**src/rtl/ccg_bist_pkg.sv**
```systemverilog
// Shared types and helpers for the CCG BIST driver: FSM states, default widths,
// LFSR/MISR tap masks and their single-step update functions.
package ccg_bist_pkg;

  localparam int unsigned IN_W_DEF  = 26;
  localparam int unsigned OUT_W_DEF = 30;
  localparam int unsigned CNT_W     = 17;

  // Tap masks: bit positions 25,5,1,0 (LFSR) and 29,5,3,0 (MISR)
  localparam logic [IN_W_DEF-1:0]  LFSR_TAPS = 26'h2000023;
  localparam logic [OUT_W_DEF-1:0] MISR_TAPS = 30'h20000029;

  typedef enum logic [1:0] {
    ST_IDLE,
    ST_RUN,
    ST_DRAIN,
    ST_DONE
  } state_e;

  function automatic logic [IN_W_DEF-1:0] lfsr_next(input logic [IN_W_DEF-1:0] v);
    return {v[IN_W_DEF-2:0], ^(v & LFSR_TAPS)};
  endfunction

  function automatic logic [OUT_W_DEF-1:0] misr_next(input logic [OUT_W_DEF-1:0] s,
                                                     input logic [OUT_W_DEF-1:0] d);
    return {s[OUT_W_DEF-2:0], ^(s & MISR_TAPS)} ^ d;
  endfunction

endpackage

```
**src/rtl/ccg_bist_driver_if.sv**
```systemverilog
// Stimulus/response stream between the BIST driver (master) and the CUT wrapper (slave).
interface ccg_bist_driver_if #(
  parameter int unsigned IN_W  = ccg_bist_pkg::IN_W_DEF,
  parameter int unsigned OUT_W = ccg_bist_pkg::OUT_W_DEF
) ();

  logic             vec_valid;
  logic             vec_ready;
  logic [IN_W-1:0]  vec_data;
  logic             resp_valid;
  logic [OUT_W-1:0] resp_data;

  modport master (
    output vec_valid,
    output vec_data,
    input  vec_ready,
    input  resp_valid,
    input  resp_data
  );

  modport slave (
    input  vec_valid,
    input  vec_data,
    output vec_ready,
    output resp_valid,
    output resp_data
  );

endinterface

```
**src/rtl/ccg_misr.sv**
```systemverilog
// Multiple-input signature register compacting CUT responses; clear has priority.
module ccg_misr
  import ccg_bist_pkg::*;
#(
  parameter int unsigned OUT_W = OUT_W_DEF
) (
  input  logic             clk,
  input  logic             rst,
  input  logic             clr_i,
  input  logic             en_i,
  input  logic [OUT_W-1:0] data_i,
  output logic [OUT_W-1:0] sig_o
);

  logic [OUT_W-1:0] sig_q, sig_d;

  always_comb begin
    sig_d = sig_q;
    if (clr_i) begin
      sig_d = '0;
    end else if (en_i) begin
      sig_d = misr_next(sig_q, data_i);
    end
  end

  always_ff @(posedge clk) begin
    if (rst) begin
      sig_q <= '0;
    end else begin
      sig_q <= sig_d;
    end
  end

  assign sig_o = sig_q;

endmodule

```
**src/rtl/ccg_bist_driver.sv**
```systemverilog
// BIST initiator: issues stimulus vectors, tracks outstanding responses and checks the
// MISR signature. Define CCG_BIST_EXHAUSTIVE_EN for counter stimulus instead of LFSR.
module ccg_bist_driver
  import ccg_bist_pkg::*;
#(
  parameter int unsigned    IN_W      = IN_W_DEF,
  parameter int unsigned    OUT_W     = OUT_W_DEF,
  parameter int unsigned    NUM_VEC   = 1024,
  parameter logic [IN_W-1:0] SEED     = IN_W'(1),
  parameter int unsigned    MAX_OUTST = 4
) (
  input  logic              clk,
  input  logic              rst,
  input  logic              start,
  input  logic [OUT_W-1:0]  exp_sig,
  ccg_bist_driver_if.master bus,
  output logic              busy,
  output logic              done,
  output logic              pass,
  output logic [OUT_W-1:0]  signature,
  output logic              err_unexp
);

`ifdef CCG_BIST_EXHAUSTIVE_EN
  localparam int unsigned RUN_LEN = (IN_W >= 17) ? NUM_VEC :
                                    ((NUM_VEC < (32'd1 << IN_W)) ? NUM_VEC : (32'd1 << IN_W));
`else
  localparam int unsigned RUN_LEN = NUM_VEC;
`endif
  localparam logic [CNT_W-1:0] RUN_LEN_C   = CNT_W'(RUN_LEN);
  localparam logic [CNT_W-1:0] MAX_OUTST_C = CNT_W'(MAX_OUTST);

  state_e           state_q, state_d;
  logic             vec_valid_q, vec_valid_d;
  logic [IN_W-1:0]  vec_q, vec_d;
  logic             busy_q, busy_d;
  logic             done_q, done_d;
  logic             pass_q, pass_d;
  logic             err_q, err_d;
  logic [OUT_W-1:0] exp_q, exp_d;
  logic [CNT_W-1:0] iss_q, iss_d;
  logic [CNT_W-1:0] rsp_q, rsp_d;
  logic [CNT_W-1:0] outst_q, outst_d;

  logic             xfer, rsp_acc, rsp_unexp, start_ok;
  logic [IN_W-1:0]  stim_init, stim_next;
  logic [OUT_W-1:0] sig;

`ifdef CCG_BIST_EXHAUSTIVE_EN
  assign stim_init = '0;
  assign stim_next = vec_q + IN_W'(1);
`else
  assign stim_init = SEED;
  assign stim_next = lfsr_next(vec_q);
`endif

  assign xfer      = vec_valid_q & bus.vec_ready;
  assign rsp_acc   = bus.resp_valid & (outst_q != '0);
  assign rsp_unexp = bus.resp_valid & (outst_q == '0);
  assign start_ok  = start & ((state_q == ST_IDLE) | (state_q == ST_DONE));

  always_comb begin
    state_d = state_q;
    vec_d   = vec_q;
    pass_d  = pass_q;
    err_d   = err_q | rsp_unexp;
    exp_d   = exp_q;
    iss_d   = iss_q;
    rsp_d   = rsp_q;
    outst_d = outst_q;

    if (xfer && !rsp_acc) begin
      outst_d = outst_q + CNT_W'(1);
    end else if (!xfer && rsp_acc) begin
      outst_d = outst_q - CNT_W'(1);
    end
    if (xfer) begin
      vec_d = stim_next;
      iss_d = iss_q + CNT_W'(1);
    end
    if (rsp_acc) begin
      rsp_d = rsp_q + CNT_W'(1);
    end

    case (state_q)
      ST_IDLE, ST_DONE: begin
        if (start_ok) begin
          state_d = ST_RUN;
          vec_d   = stim_init;
          iss_d   = '0;
          rsp_d   = '0;
          outst_d = '0;
          exp_d   = exp_sig;
          pass_d  = 1'b0;
          // A stray response in the start cycle still gets flagged
          err_d   = rsp_unexp;
        end
      end
      ST_RUN: begin
        if (xfer && (iss_q == RUN_LEN_C - CNT_W'(1))) begin
          state_d = ST_DRAIN;
        end
      end
      ST_DRAIN: begin
        if ((outst_q == '0) && (rsp_q == RUN_LEN_C)) begin
          state_d = ST_DONE;
          pass_d  = (sig == exp_q) && !err_d;
        end
      end
      default: state_d = ST_IDLE;
    endcase

    // Valid is recomputed from next-state so it never drops while a vector is pending
    vec_valid_d = (state_d == ST_RUN) && (outst_d < MAX_OUTST_C);
    busy_d      = (state_d == ST_RUN) || (state_d == ST_DRAIN);
    done_d      = (state_d == ST_DONE);
  end

  always_ff @(posedge clk) begin
    if (rst) begin
      state_q     <= ST_IDLE;
      vec_valid_q <= 1'b0;
      vec_q       <= SEED;
      busy_q      <= 1'b0;
      done_q      <= 1'b0;
      pass_q      <= 1'b0;
      err_q       <= 1'b0;
      exp_q       <= '0;
      iss_q       <= '0;
      rsp_q       <= '0;
      outst_q     <= '0;
    end else begin
      state_q     <= state_d;
      vec_valid_q <= vec_valid_d;
      vec_q       <= vec_d;
      busy_q      <= busy_d;
      done_q      <= done_d;
      pass_q      <= pass_d;
      err_q       <= err_d;
      exp_q       <= exp_d;
      iss_q       <= iss_d;
      rsp_q       <= rsp_d;
      outst_q     <= outst_d;
    end
  end

  ccg_misr #(
    .OUT_W(OUT_W)
  ) u_misr (
    .clk   (clk),
    .rst   (rst),
    .clr_i (start_ok),
    .en_i  (rsp_acc),
    .data_i(bus.resp_data),
    .sig_o (sig)
  );

  assign bus.vec_valid = vec_valid_q;
  assign bus.vec_data  = vec_q;
  assign busy          = busy_q;
  assign done          = done_q;
  assign pass          = pass_q;
  assign signature     = sig;
  assign err_unexp     = err_q;

endmodule

```
**src/flat_wrapper.sv**
```systemverilog
// flat-port wrapper written by rule: the top's interface ports become plain ports
module ccg_bist_driver_flat import ccg_bist_pkg::*;
#(
  parameter int unsigned    IN_W      = IN_W_DEF,
  parameter int unsigned    OUT_W     = OUT_W_DEF,
  parameter int unsigned    NUM_VEC   = 1024,
  parameter logic [IN_W-1:0] SEED     = IN_W'(1),
  parameter int unsigned    MAX_OUTST = 4
)
  (clk, rst, start, exp_sig, busy, done, pass, signature, err_unexp, bus_vec_valid, bus_vec_data, bus_vec_ready, bus_resp_valid, bus_resp_data);
  ccg_bist_driver_if #(.IN_W(IN_W), .OUT_W(OUT_W)) bus_i ();
  input  logic clk;
  input  logic rst;
  input  logic start;
  input  logic [OUT_W-1:0] exp_sig;
  output logic busy;
  output logic done;
  output logic pass;
  output logic [OUT_W-1:0] signature;
  output logic err_unexp;
  output wire logic [$bits(bus_i.vec_valid)-1:0] bus_vec_valid;
  output wire logic [$bits(bus_i.vec_data)-1:0] bus_vec_data;
  input wire logic [$bits(bus_i.vec_ready)-1:0] bus_vec_ready;
  input wire logic [$bits(bus_i.resp_valid)-1:0] bus_resp_valid;
  input wire logic [$bits(bus_i.resp_data)-1:0] bus_resp_data;
  assign bus_vec_valid = bus_i.vec_valid;
  assign bus_vec_data = bus_i.vec_data;
  assign bus_i.vec_ready = bus_vec_ready;
  assign bus_i.resp_valid = bus_resp_valid;
  assign bus_i.resp_data = bus_resp_data;
  ccg_bist_driver #(.IN_W(IN_W), .OUT_W(OUT_W), .NUM_VEC(NUM_VEC), .SEED(SEED), .MAX_OUTST(MAX_OUTST)) u_core (.clk(clk), .rst(rst), .start(start), .exp_sig(exp_sig), .bus(bus_i), .busy(busy), .done(done), .pass(pass), .signature(signature), .err_unexp(err_unexp));
endmodule
```
**config.mk**
```make
export PLATFORM = sky130hd
export DESIGN_NAME = ccg_bist_driver_flat
export DESIGN_NICKNAME = d
export VERILOG_FILES = /design/src/rtl/ccg_bist_pkg.sv /design/src/rtl/ccg_bist_driver_if.sv /design/src/rtl/ccg_misr.sv /design/src/rtl/ccg_bist_driver.sv /design/src/flat_wrapper.sv
export SDC_FILE = /design/constraint.sdc
export NUM_CORES = 1
export LEC_CHECK = 0
export ABC_AREA = 0
export BUFFER_PORTS_ARGS = -buffer_cell sky130_fd_sc_hd__buf_2
export CORE_ASPECT_RATIO = 0.8
export CORE_MARGIN = 1.5
export CORE_UTILIZATION = 42
export DETAILED_ROUTE_END_ITERATION = 8
export PLACE_DENSITY = 0.65
export SLEW_MARGIN = 20
export SYNTH_ARGS = -nofsm -noshare
export SYNTH_HDL_FRONTEND = slang
export SYNTH_SLANG_ARGS = --single-unit
```
**constraint.sdc**
```tcl
create_clock -name clk -period 2.5 [get_ports clk]
set_input_delay 0.5 -clock clk [delete_from_list [all_inputs] [get_ports clk]]
set_output_delay 0.5 -clock clk [all_outputs]
set_load 0.05 [all_outputs]
```
Yosys cells after proc, flatten, opt, wreduce, memory -nomap -nowiden
Cells that the tools add are included.
Word-level totals
  bits in registers: 144
  input port bits: 65
  output and inout port bits: 61
  word-level logic and storage cells: 77
Operators by class
  $add $sub $neg: 4
  order comparisons: 1
  eq/ne operators: 11
  mux-type cells: 22
  bitwise operators: 7
  reductions and logical operators: 20
Operators by type and width (number)
  $mux W17: 10
  $mux W26: 3
  $add A17 B1 Y17 const B: 3
  $eq A30 B30 Y1: 1
  $reduce_xor A30 Y1: 1
  $xor A30 B30 Y30: 1
  $reduce_xor A26 Y1: 1
  $eq A17 B10 Y1 const B: 1
  $eq A17 B11 Y1 const B: 1
  $logic_not A17 Y1: 1
  $lt A17 B3 Y1 const B: 1
  $reduce_bool A17 Y1: 1
  $sub A17 B1 Y17 const B: 1
  $eq A2 B2 Y1 const B: 4
  $logic_and A1 B1 Y1: 6
  $mux W2: 3
  $pmux W2 S3: 1
  $and A1 B1 Y1: 4
  $eq A2 B1 Y1 const B: 2
  $mux W1: 4
  $ne A2 B1 Y1 const B: 2
  $reduce_or A2 Y1: 2
  $logic_not A1 Y1: 3
  $reduce_and A3 Y1: 1
  6 further kinds: 7

Longest topological paths before layout
Gate-level depths: netlist of the first run.
  depth after elaboration: 9
  mapped depth: 12
  gate-level depth less buffers: 11

By module
A second synthesis of the first run with hierarchy kept.
Unflattened totals
  cell total of the unflattened synthesis: 810
  area total of the unflattened synthesis: 6770.2 um^2
By module, submodules not included
  ccg_bist_driver: instances 1, cells each 674, area each 5486.5 um^2, sequential area each 2282.2 um^2
  ccg_misr: instances 1, cells each 136, area each 1283.7 um^2, sequential area each 600.6 um^2

Worst setup path before layout of the first run
OpenSTA, ideal clock, no wires.
  path type: register to register
  start point: reg u_core.outst_q[0]
  end point: reg u_core.rsp_q[15]
  library setup time: 0.128 ns
  arrival time: 2.386 ns
  data required time: 2.372 ns
  path slack: -0.014 ns
  cell stages (with the launch flop): 13
  path buffers: 2
  period minus slack after synthesis: 2.514 ns
  cells stage by stage: dfxtp_1 inv_1 ha_1 nor4b_2 and4_1 buf_2 nor2_1 clkbuf_1 nand4_1 nor3_1 nand3_1 xor2_1 nor2_1
Between the ends
  longest elaborated chain between the ends: 5
Ends and longest elaborated chain
  start: declaration: RTL line ccg_bist_driver.sv:43  | logic [CNT_W-1:0] outst_q, outst_d;
  start signal: assignment: RTL line ccg_bist_driver.sv:143  | outst_q <= outst_d;
  $reduce_bool A17 Y1 *: RTL line ccg_bist_driver.sv:58  | assign rsp_acc = bus.resp_valid & (outst_q != '0);
  $and A1 B1 Y1 *: RTL line ccg_bist_driver.sv:58
  $mux W17 *: RTL line ccg_bist_driver.sv:81  | if (rsp_acc) begin
  $mux W17: RTL line ccg_bist_driver.sv:87  | if (start_ok) begin
  $mux W17 *: RTL line ccg_bist_driver.sv:85  | case (state_q)
  end signal: assignment: RTL line ccg_bist_driver.sv:142  | rsp_q <= rsp_d;
  end: declaration: RTL line ccg_bist_driver.sv:42  | logic [CNT_W-1:0] rsp_q, rsp_d;
Every way passes the cells marked *; elsewhere a longest branch is shown, timed or not.
A chain may end at the register's enable or synchronous reset.

Final worst setup path of the first run
  start point: reg u_core.outst_q[0]
  end point: reg u_core.vec_valid_q (netlist: u_core.bus.vec_valid)
Between the ends
  longest elaborated chain between the ends: 9
  elaborated cells on any way between the ends: 18
  those cells by class: 2 x add/sub; 1 x order compare; 1 x eq/ne; 6 x mux; 1 x bitwise; 7 x reduce/logical
Ends and longest elaborated chain
  parallel branches: the longest is 8 deep, another holds $sub A17 B1 Y17
  $logic_and A1 B1 Y1 *: RTL line ccg_bist_driver.sv:114  | vec_valid_d = (state_d == ST_RUN) && (outst_d < MAX_OUTST_C);
  end signal: assignment: RTL line ccg_bist_driver.sv:134  | vec_valid_q <= vec_valid_d;
  end: declaration: RTL line ccg_bist_driver.sv:34  | logic vec_valid_q, vec_valid_d;
Every way passes the cells marked *.

==> impl_metrics.yaml, run 1 <==
outcome:
  status: "completed"
floorplan:
  die_height_um: 115
  core_um2: 15200
  die_width_um: 143
  start_util_pct: 43.5
  fp-row-count: 40
  io_pins: 126
  fp.dieArea_um2: 16500
sta:
  slew_viol_final: 0
  setup_viol: 0
  clock_skew_ps: 7.92
  finalCriticalPeriod_ps: 2450
  hold_viol: 0
  rsz0062_at_grt: "yes"
  timing.hold.ws_ps: 309
  fin_setup_tns_ps: 0
  worst_pin_slew_ps: 626
  relSlewSlack_pct: 57.7
  fin_crit_sh_pct: 98.2
  max_freq_mhz: 407
global_routing:
  grt_usage_pct: 20.9
  grt_pass1_vias: 5349
  grt_max_degree: 61
  grt_pass1_wl_um: 27000
  grt-ovfl-total: 0
  antenna_found_initial: 2
synth:
  synth-main-ff-cell: "dfxtp_1"
  synth-seq-cells: 144
  synth_edf_count: 0
  synthCells: 798
  netlist_area_um2: 6620
  ys_types: 52
  synth_area_per_cell_um2: 8.30
  async_reset_ff_share_pct: 0
  ys_seq_area_share_pct: 43.5
  syn-num-nets: 872
  synth_warnings: 0
pwr:
  powerDensity_nw_per_um2: 1290
  p_leak_uw: 0.00348
  irDropWorstVdd_mv: 0.700
placement:
  io_buffers: 125
  place_inst: 1154
  gp_congestion: 0.911
  dpl.hpwl_um: 11900
min_path:
  hp-class: "in -> reg"
setup_path:
  cp_cell_sequence: "inv_2, ha_4, nor4b_4, nand4_4, buf_6, nand2_1, buf_4, nand2_1, o32ai_2, xnor2_1, o21ai_0, and4_1"
  worst_setup_path_start_kind: "flop"
  critPathMaxFanout: 8
  critPathKind: "reg -> reg"
  required_ps: 2820
  crit_buf_inv: 3
  crit_family: "simple AND/OR/NAND/NOR gates"
  end_kind: "flop"
  max_stage_delay_ps: 330
  critPathArrivalTime_ps: 2770
  slowest_stage: "dfxtp_2"
  cp_common_cell: "nand2_1"
  rrSetupSlack_ps: 50
route:
  dr.pass1.iters: 4
  dr_total_vias: 5987
  ant_nets: 0
  viasPerCell: 5.01
  drc: 0
  finalWirelength_um: 17000
  first_iter_violations: 336
  routedWlPerCell_um: 14.2
cells_and_area:
  antenna_cells: 0
  num-nets-final: 1046
  nFillCells: 1434
  area_growth_pct: 30.5
  layout-drive-gt1-share_pct: 26.7
  finish.utilization_pct: 56.8
  fin_cells: 1195
job:
  drv_cap: 0
clocking:
  cts_sinks: 144
  insertion_delay_ps: 420
  h-tree-depth: 4
  cts.path.max_buffers: 2
  cts_made_buffers: 17
  clk_pin_slew_ps: 60
  cts_root_buf: "clkbuf_16"
  cts_tree: "yes"
stage by stage:
step | total power (µW) | setup slack (ps) | cell area, µm²
2_1_floorplan | 6450 | 42.4 | 6630
3_3_place_gp | 8110 | -97.8 | 7840
3_5_place_dp | 8110 | -166 | 7840
4_1_cts | 10900 | 4.19 | 8510
5_1_grt | 11800 | -50.3 | 8640
6_report | 11200 | 45.4 | 8640
worst register-to-register path, cell delays in order (launching register included):
cell	delay (ps)
dfxtp_2	330
inv_2	80
ha_4	140
nor4b_4	290
nand4_4	180
buf_6	200
nand2_1	120
buf_4	170
nand2_1	110
o32ai_2	170
xnor2_1	190
o21ai_0	160
and4_1	210
layer usage:
layer | global-route usage (%) | part of all wire [%]
met5 | 0 | 0.077
met4 | 5.85 | 1.4
met3 | 6.25 | 5.0
met2 | 30.9 | 44
met1 | 29.5 | 50
placed cells by master, fill, tap and decap left out, types with 10 or more instances in the layout:
master	synthesis	final
a21oi_1	72	71
nand2_1	150	148
xor2_1	39	37
a211oi_1	31	29
xnor2_1	65	65
and3_1	10	10
buf_2	3	125
nand4_1	22	22
clkbuf_16	0	17
dfxtp_1	144	143
o21ai_0	11	11
buf_4	0	72
nor2_1	90	89
cell type report:
type / instances / area (µm²) / share of cell area [%]
tap: 210 / 263 / 3.04
clock inverter: 11 / 108 / 1.25
multi-input combinational: 598 / 3680 / 42.6
sequential: 144 / 2880 / 33.4
clock buffer: 21 / 460 / 5.33
timing repair buffer: 200 / 1200 / 13.9
inverter: 11 / 41.3 / 0.478
synth_stat cells (all sizes together) (2+ instances only):
library cell,n,area share [%]
and2,6,0.57
and4,4,0.53
and3,10,0.94
or2,2,0.19
o41ai,2,0.26
o311ai,3,0.40
nand3,8,0.60
o21ai,11,0.83
nor3b,3,0.34
a21boi,3,0.34
xnor2,65,8.6
clkbuf,34,1.9
nand2,150,8.5
buf,11,0.91
nor2,91,5.2
dfxtp,144,44
o211ai,3,0.34
a211oi,31,3.5
nor4b,3,0.49
nand3b,2,0.23
nand4,23,2.3
xor2,39,5.2
nand2b,3,0.28
a32oi,4,0.53
a21oi,72,5.4
or3,9,0.85
inv,11,0.62
nor4,14,1.9
a41oi,3,0.40
ha,9,1.7
nor2b,4,0.38
nor3,8,0.60
state kept, by name, summed over array words and instances (netlist names):
register and count:
u_core.rsp_q 17, u_core.state_q 2, u_core.bus.vec_valid 1, u_core.u_misr.sig_o 30
u_core.exp_q 30, u_core.pass 1, u_core.busy 1, u_core.outst_q 17
u_core.bus.vec_data 26, u_core.err_unexp 1, u_core.done 1, u_core.iss_q 17
report_power, final:
group	switching (µW)	internal, µW
clock network	1000	1430
logic	3190	2380
registers	509	2670
total	4700	6480
cells by family (layout without fill, tap and decap cells):
group	Yosys count	in the layout	share of synthesized area (%)
xor gates and xnor gates	104	104	13.8
AOI/OAI and AO/OA	143	143	13.4
and+or+nand+nor	341	341	24.0
muxes	1	1	0.170
buffers and inverters	56	243	3.46
adders and majority gates	9	9	1.70
DFF	144	144	43.5
repair_timing:
item                       in CTS  in global routing
hold buffers                    0                  0
resized for setup              10                 23
pin swaps                       7                 11
setup endpoints to repair       1                  6
gates cloned                    0                  0
setup buffers                   8                  2
hold endpoints to repair        0                  0
worst paths after layout:
check | from | end | cells after the start
max | u_core.outst_q[0] | u_core.bus.vec_valid | 12
min reg2reg | u_core.exp_q[2] | u_core.exp_q[2] | 2
min | exp_sig[1] | u_core.exp_q[1] | 3
max reg2reg | u_core.outst_q[0] | u_core.bus.vec_valid | 12
No activity file was read; power rests on OpenSTA's default activity.
==> run 2: changes to the inputs <==
CORE_ASPECT_RATIO = 1.1   (was 0.8)
CTS_BUF_LIST = sky130_fd_sc_hd__clkbuf_4 sky130_fd_sc_hd__clkbuf_8 sky130_fd_sc_hd__clkbuf_16   (was default)
==> impl_metrics.yaml, run 2 (same netlist as run 1, synthesis figures left out) <==
outcome:
  status: "completed"
cells_and_area:
  area_growth_pct: 30.2
  finish.utilization_pct: 56.6
  num-nets-final: 1047
  final_cell_mix: "nand2_1 (148), dfxtp_1 (141), buf_2 (125), nor2_1 (88), buf_4 (72)"
  final_common_cell: "nand2_1"
  layout-drive-gt1-share_pct: 26.8
  nFillCells: 1409
clocking:
  cts_tree: "yes"
  cts_made_buffers: 17
  postCtsHoldBufs: 0
  cts_root_buf: "clkbuf_16"
  cts_sinks: 144
  clk_pin_slew_ps: 60
  cts.path.max_buffers: 2
  h-tree-depth: 4
  insertion_delay_ps: 420
sta:
  finalCriticalPeriod_ps: 2480
  setup_viol: 0
  max_freq_mhz: 403
  clock_skew_ps: 7.42
  hold_viol: 0
  setup_ws_ps: 18.8
  slew_viol_final: 0
  rsz0062_at_grt: "yes"
  worst_pin_slew_ps: 596
  relSlewSlack_pct: 59.8
  fin_crit_sh_pct: 99.2
  timing.hold.ws_ps: 312
placement:
  dpl.hpwl_um: 12000
  gp_congestion: 0.895
  io_buffers: 125
  dp_slack_ps: -208
pwr:
  irDropWorstVdd_mv: 0.894
  powerDensity_nw_per_um2: 1280
  p_leak_uw: 0.00349
setup_path:
  critPathMaxFanout: 4
  critPathKind: "reg -> reg"
  max_stage_delay_ps: 450
  critPathArrivalTime_ps: 2840
  crit_buf_inv: 1
  required_ps: 2860
  cp_cell_sequence: "nand3_1, or3_1, buf_4, a211oi_2, nor2_1, xor2_1, nand2_1, o41ai_2, and4_1"
  crit_family: "simple AND/OR/NAND/NOR gates"
  worst_setup_path_start_kind: "flop"
  end_kind: "flop"
  slowest_stage: "dfxtp_1"
floorplan:
  io_pins: 126
  fp.dieArea_um2: 16500
  core_um2: 15200
  fp-row-count: 47
  die_height_um: 135
  die_width_um: 123
  start_util_pct: 43.5
global_routing:
  grt-ovfl-total: 0
  grt_pass1_wl_um: 27500
  grt_usage_pct: 21.0
  grt_max_degree: 43
  grt_pass1_vias: 5691
  antenna_found_initial: 1
job:
  drv_cap: 0
route:
  dr.pass1.iters: 4
  first_iter_violations: 289
  routedWlPerCell_um: 14.3
  ant_nets: 0
  finalWirelength_um: 16900
  drc: 0
  dr_total_vias: 6057
  viasPerCell: 5.13
min_path:
  hp-class: "in -> reg"
## run 2: per-layer routing
layer	routed length (µm)	vias to the layer above	track usage, %	part of all wire, %
li1	-	3089	-	-
met1	7900	2796	27.3	47
met2	7890	157	34.0	47
met3	844	15	4.94	5.0
met4	229	0	7.49	1.4
met5	0	-	0	0
## run 2: path summary, 6_finish.rpt
kind,slack (ps),cells past startpoint,start,endpoint
max,20,9,u_core.outst_q[2],u_core.bus.vec_valid
min,310,3,exp_sig[9],u_core.exp_q[9]
max reg2reg,20,9,u_core.outst_q[2],u_core.bus.vec_valid
min reg2reg,460,2,u_core.bus.vec_data[16],u_core.bus.vec_data[17]
## run 2: what timing repair did
action	CTS	global route
gates resized for setup	15	13
endpoints found under the setup margin	5	6
setup buffers	4	2
endpoints found under the hold margin	0	0
pin swaps	7	6
## run 2: layout make-up
type                    count  area, µm²  share of cell area (%)
multi-input cells         598       3640                    42.2
flip-flops and latches    144       2890                    33.5
well taps                 196        245                    2.84
clock buffers              19        447                    5.18
inverters                  11       41.3                   0.479
diodes                      1       2.50                  0.0290
repair buffers            201       1230                    14.3
clock inverters            11        134                    1.55
## run 2: power by group
group	total (µW)	internal (µW)	switching, µW
registers	3200	2670	522
clock network	2510	1510	1000
logic	5310	2250	3060
total	11000	6440	4580
## run 2: worst min-delay path: cells and delay by family
family / cells / cell delay, ps
AND/OR/NAND/NOR: 1 / 40
buffers and inverters: 1 / 100
AO/OA/AOI/OAI: 1 / 50
## run 2: per-stage QoR
stage | area [µm²] | setup TNS [ps] | power (µW) | cells
global placement | 7880 | -178 | 8100 | 1144
detailed placement | 7880 | -270 | 8120 | 1144
floorplan | 6630 | 0 | 6450 | 798
CTS | 8550 | 0 | 10900 | 1178
finish | 8620 | 0 | 11000 | 1181
global route | 8620 | -99.0 | 11700 | 1180
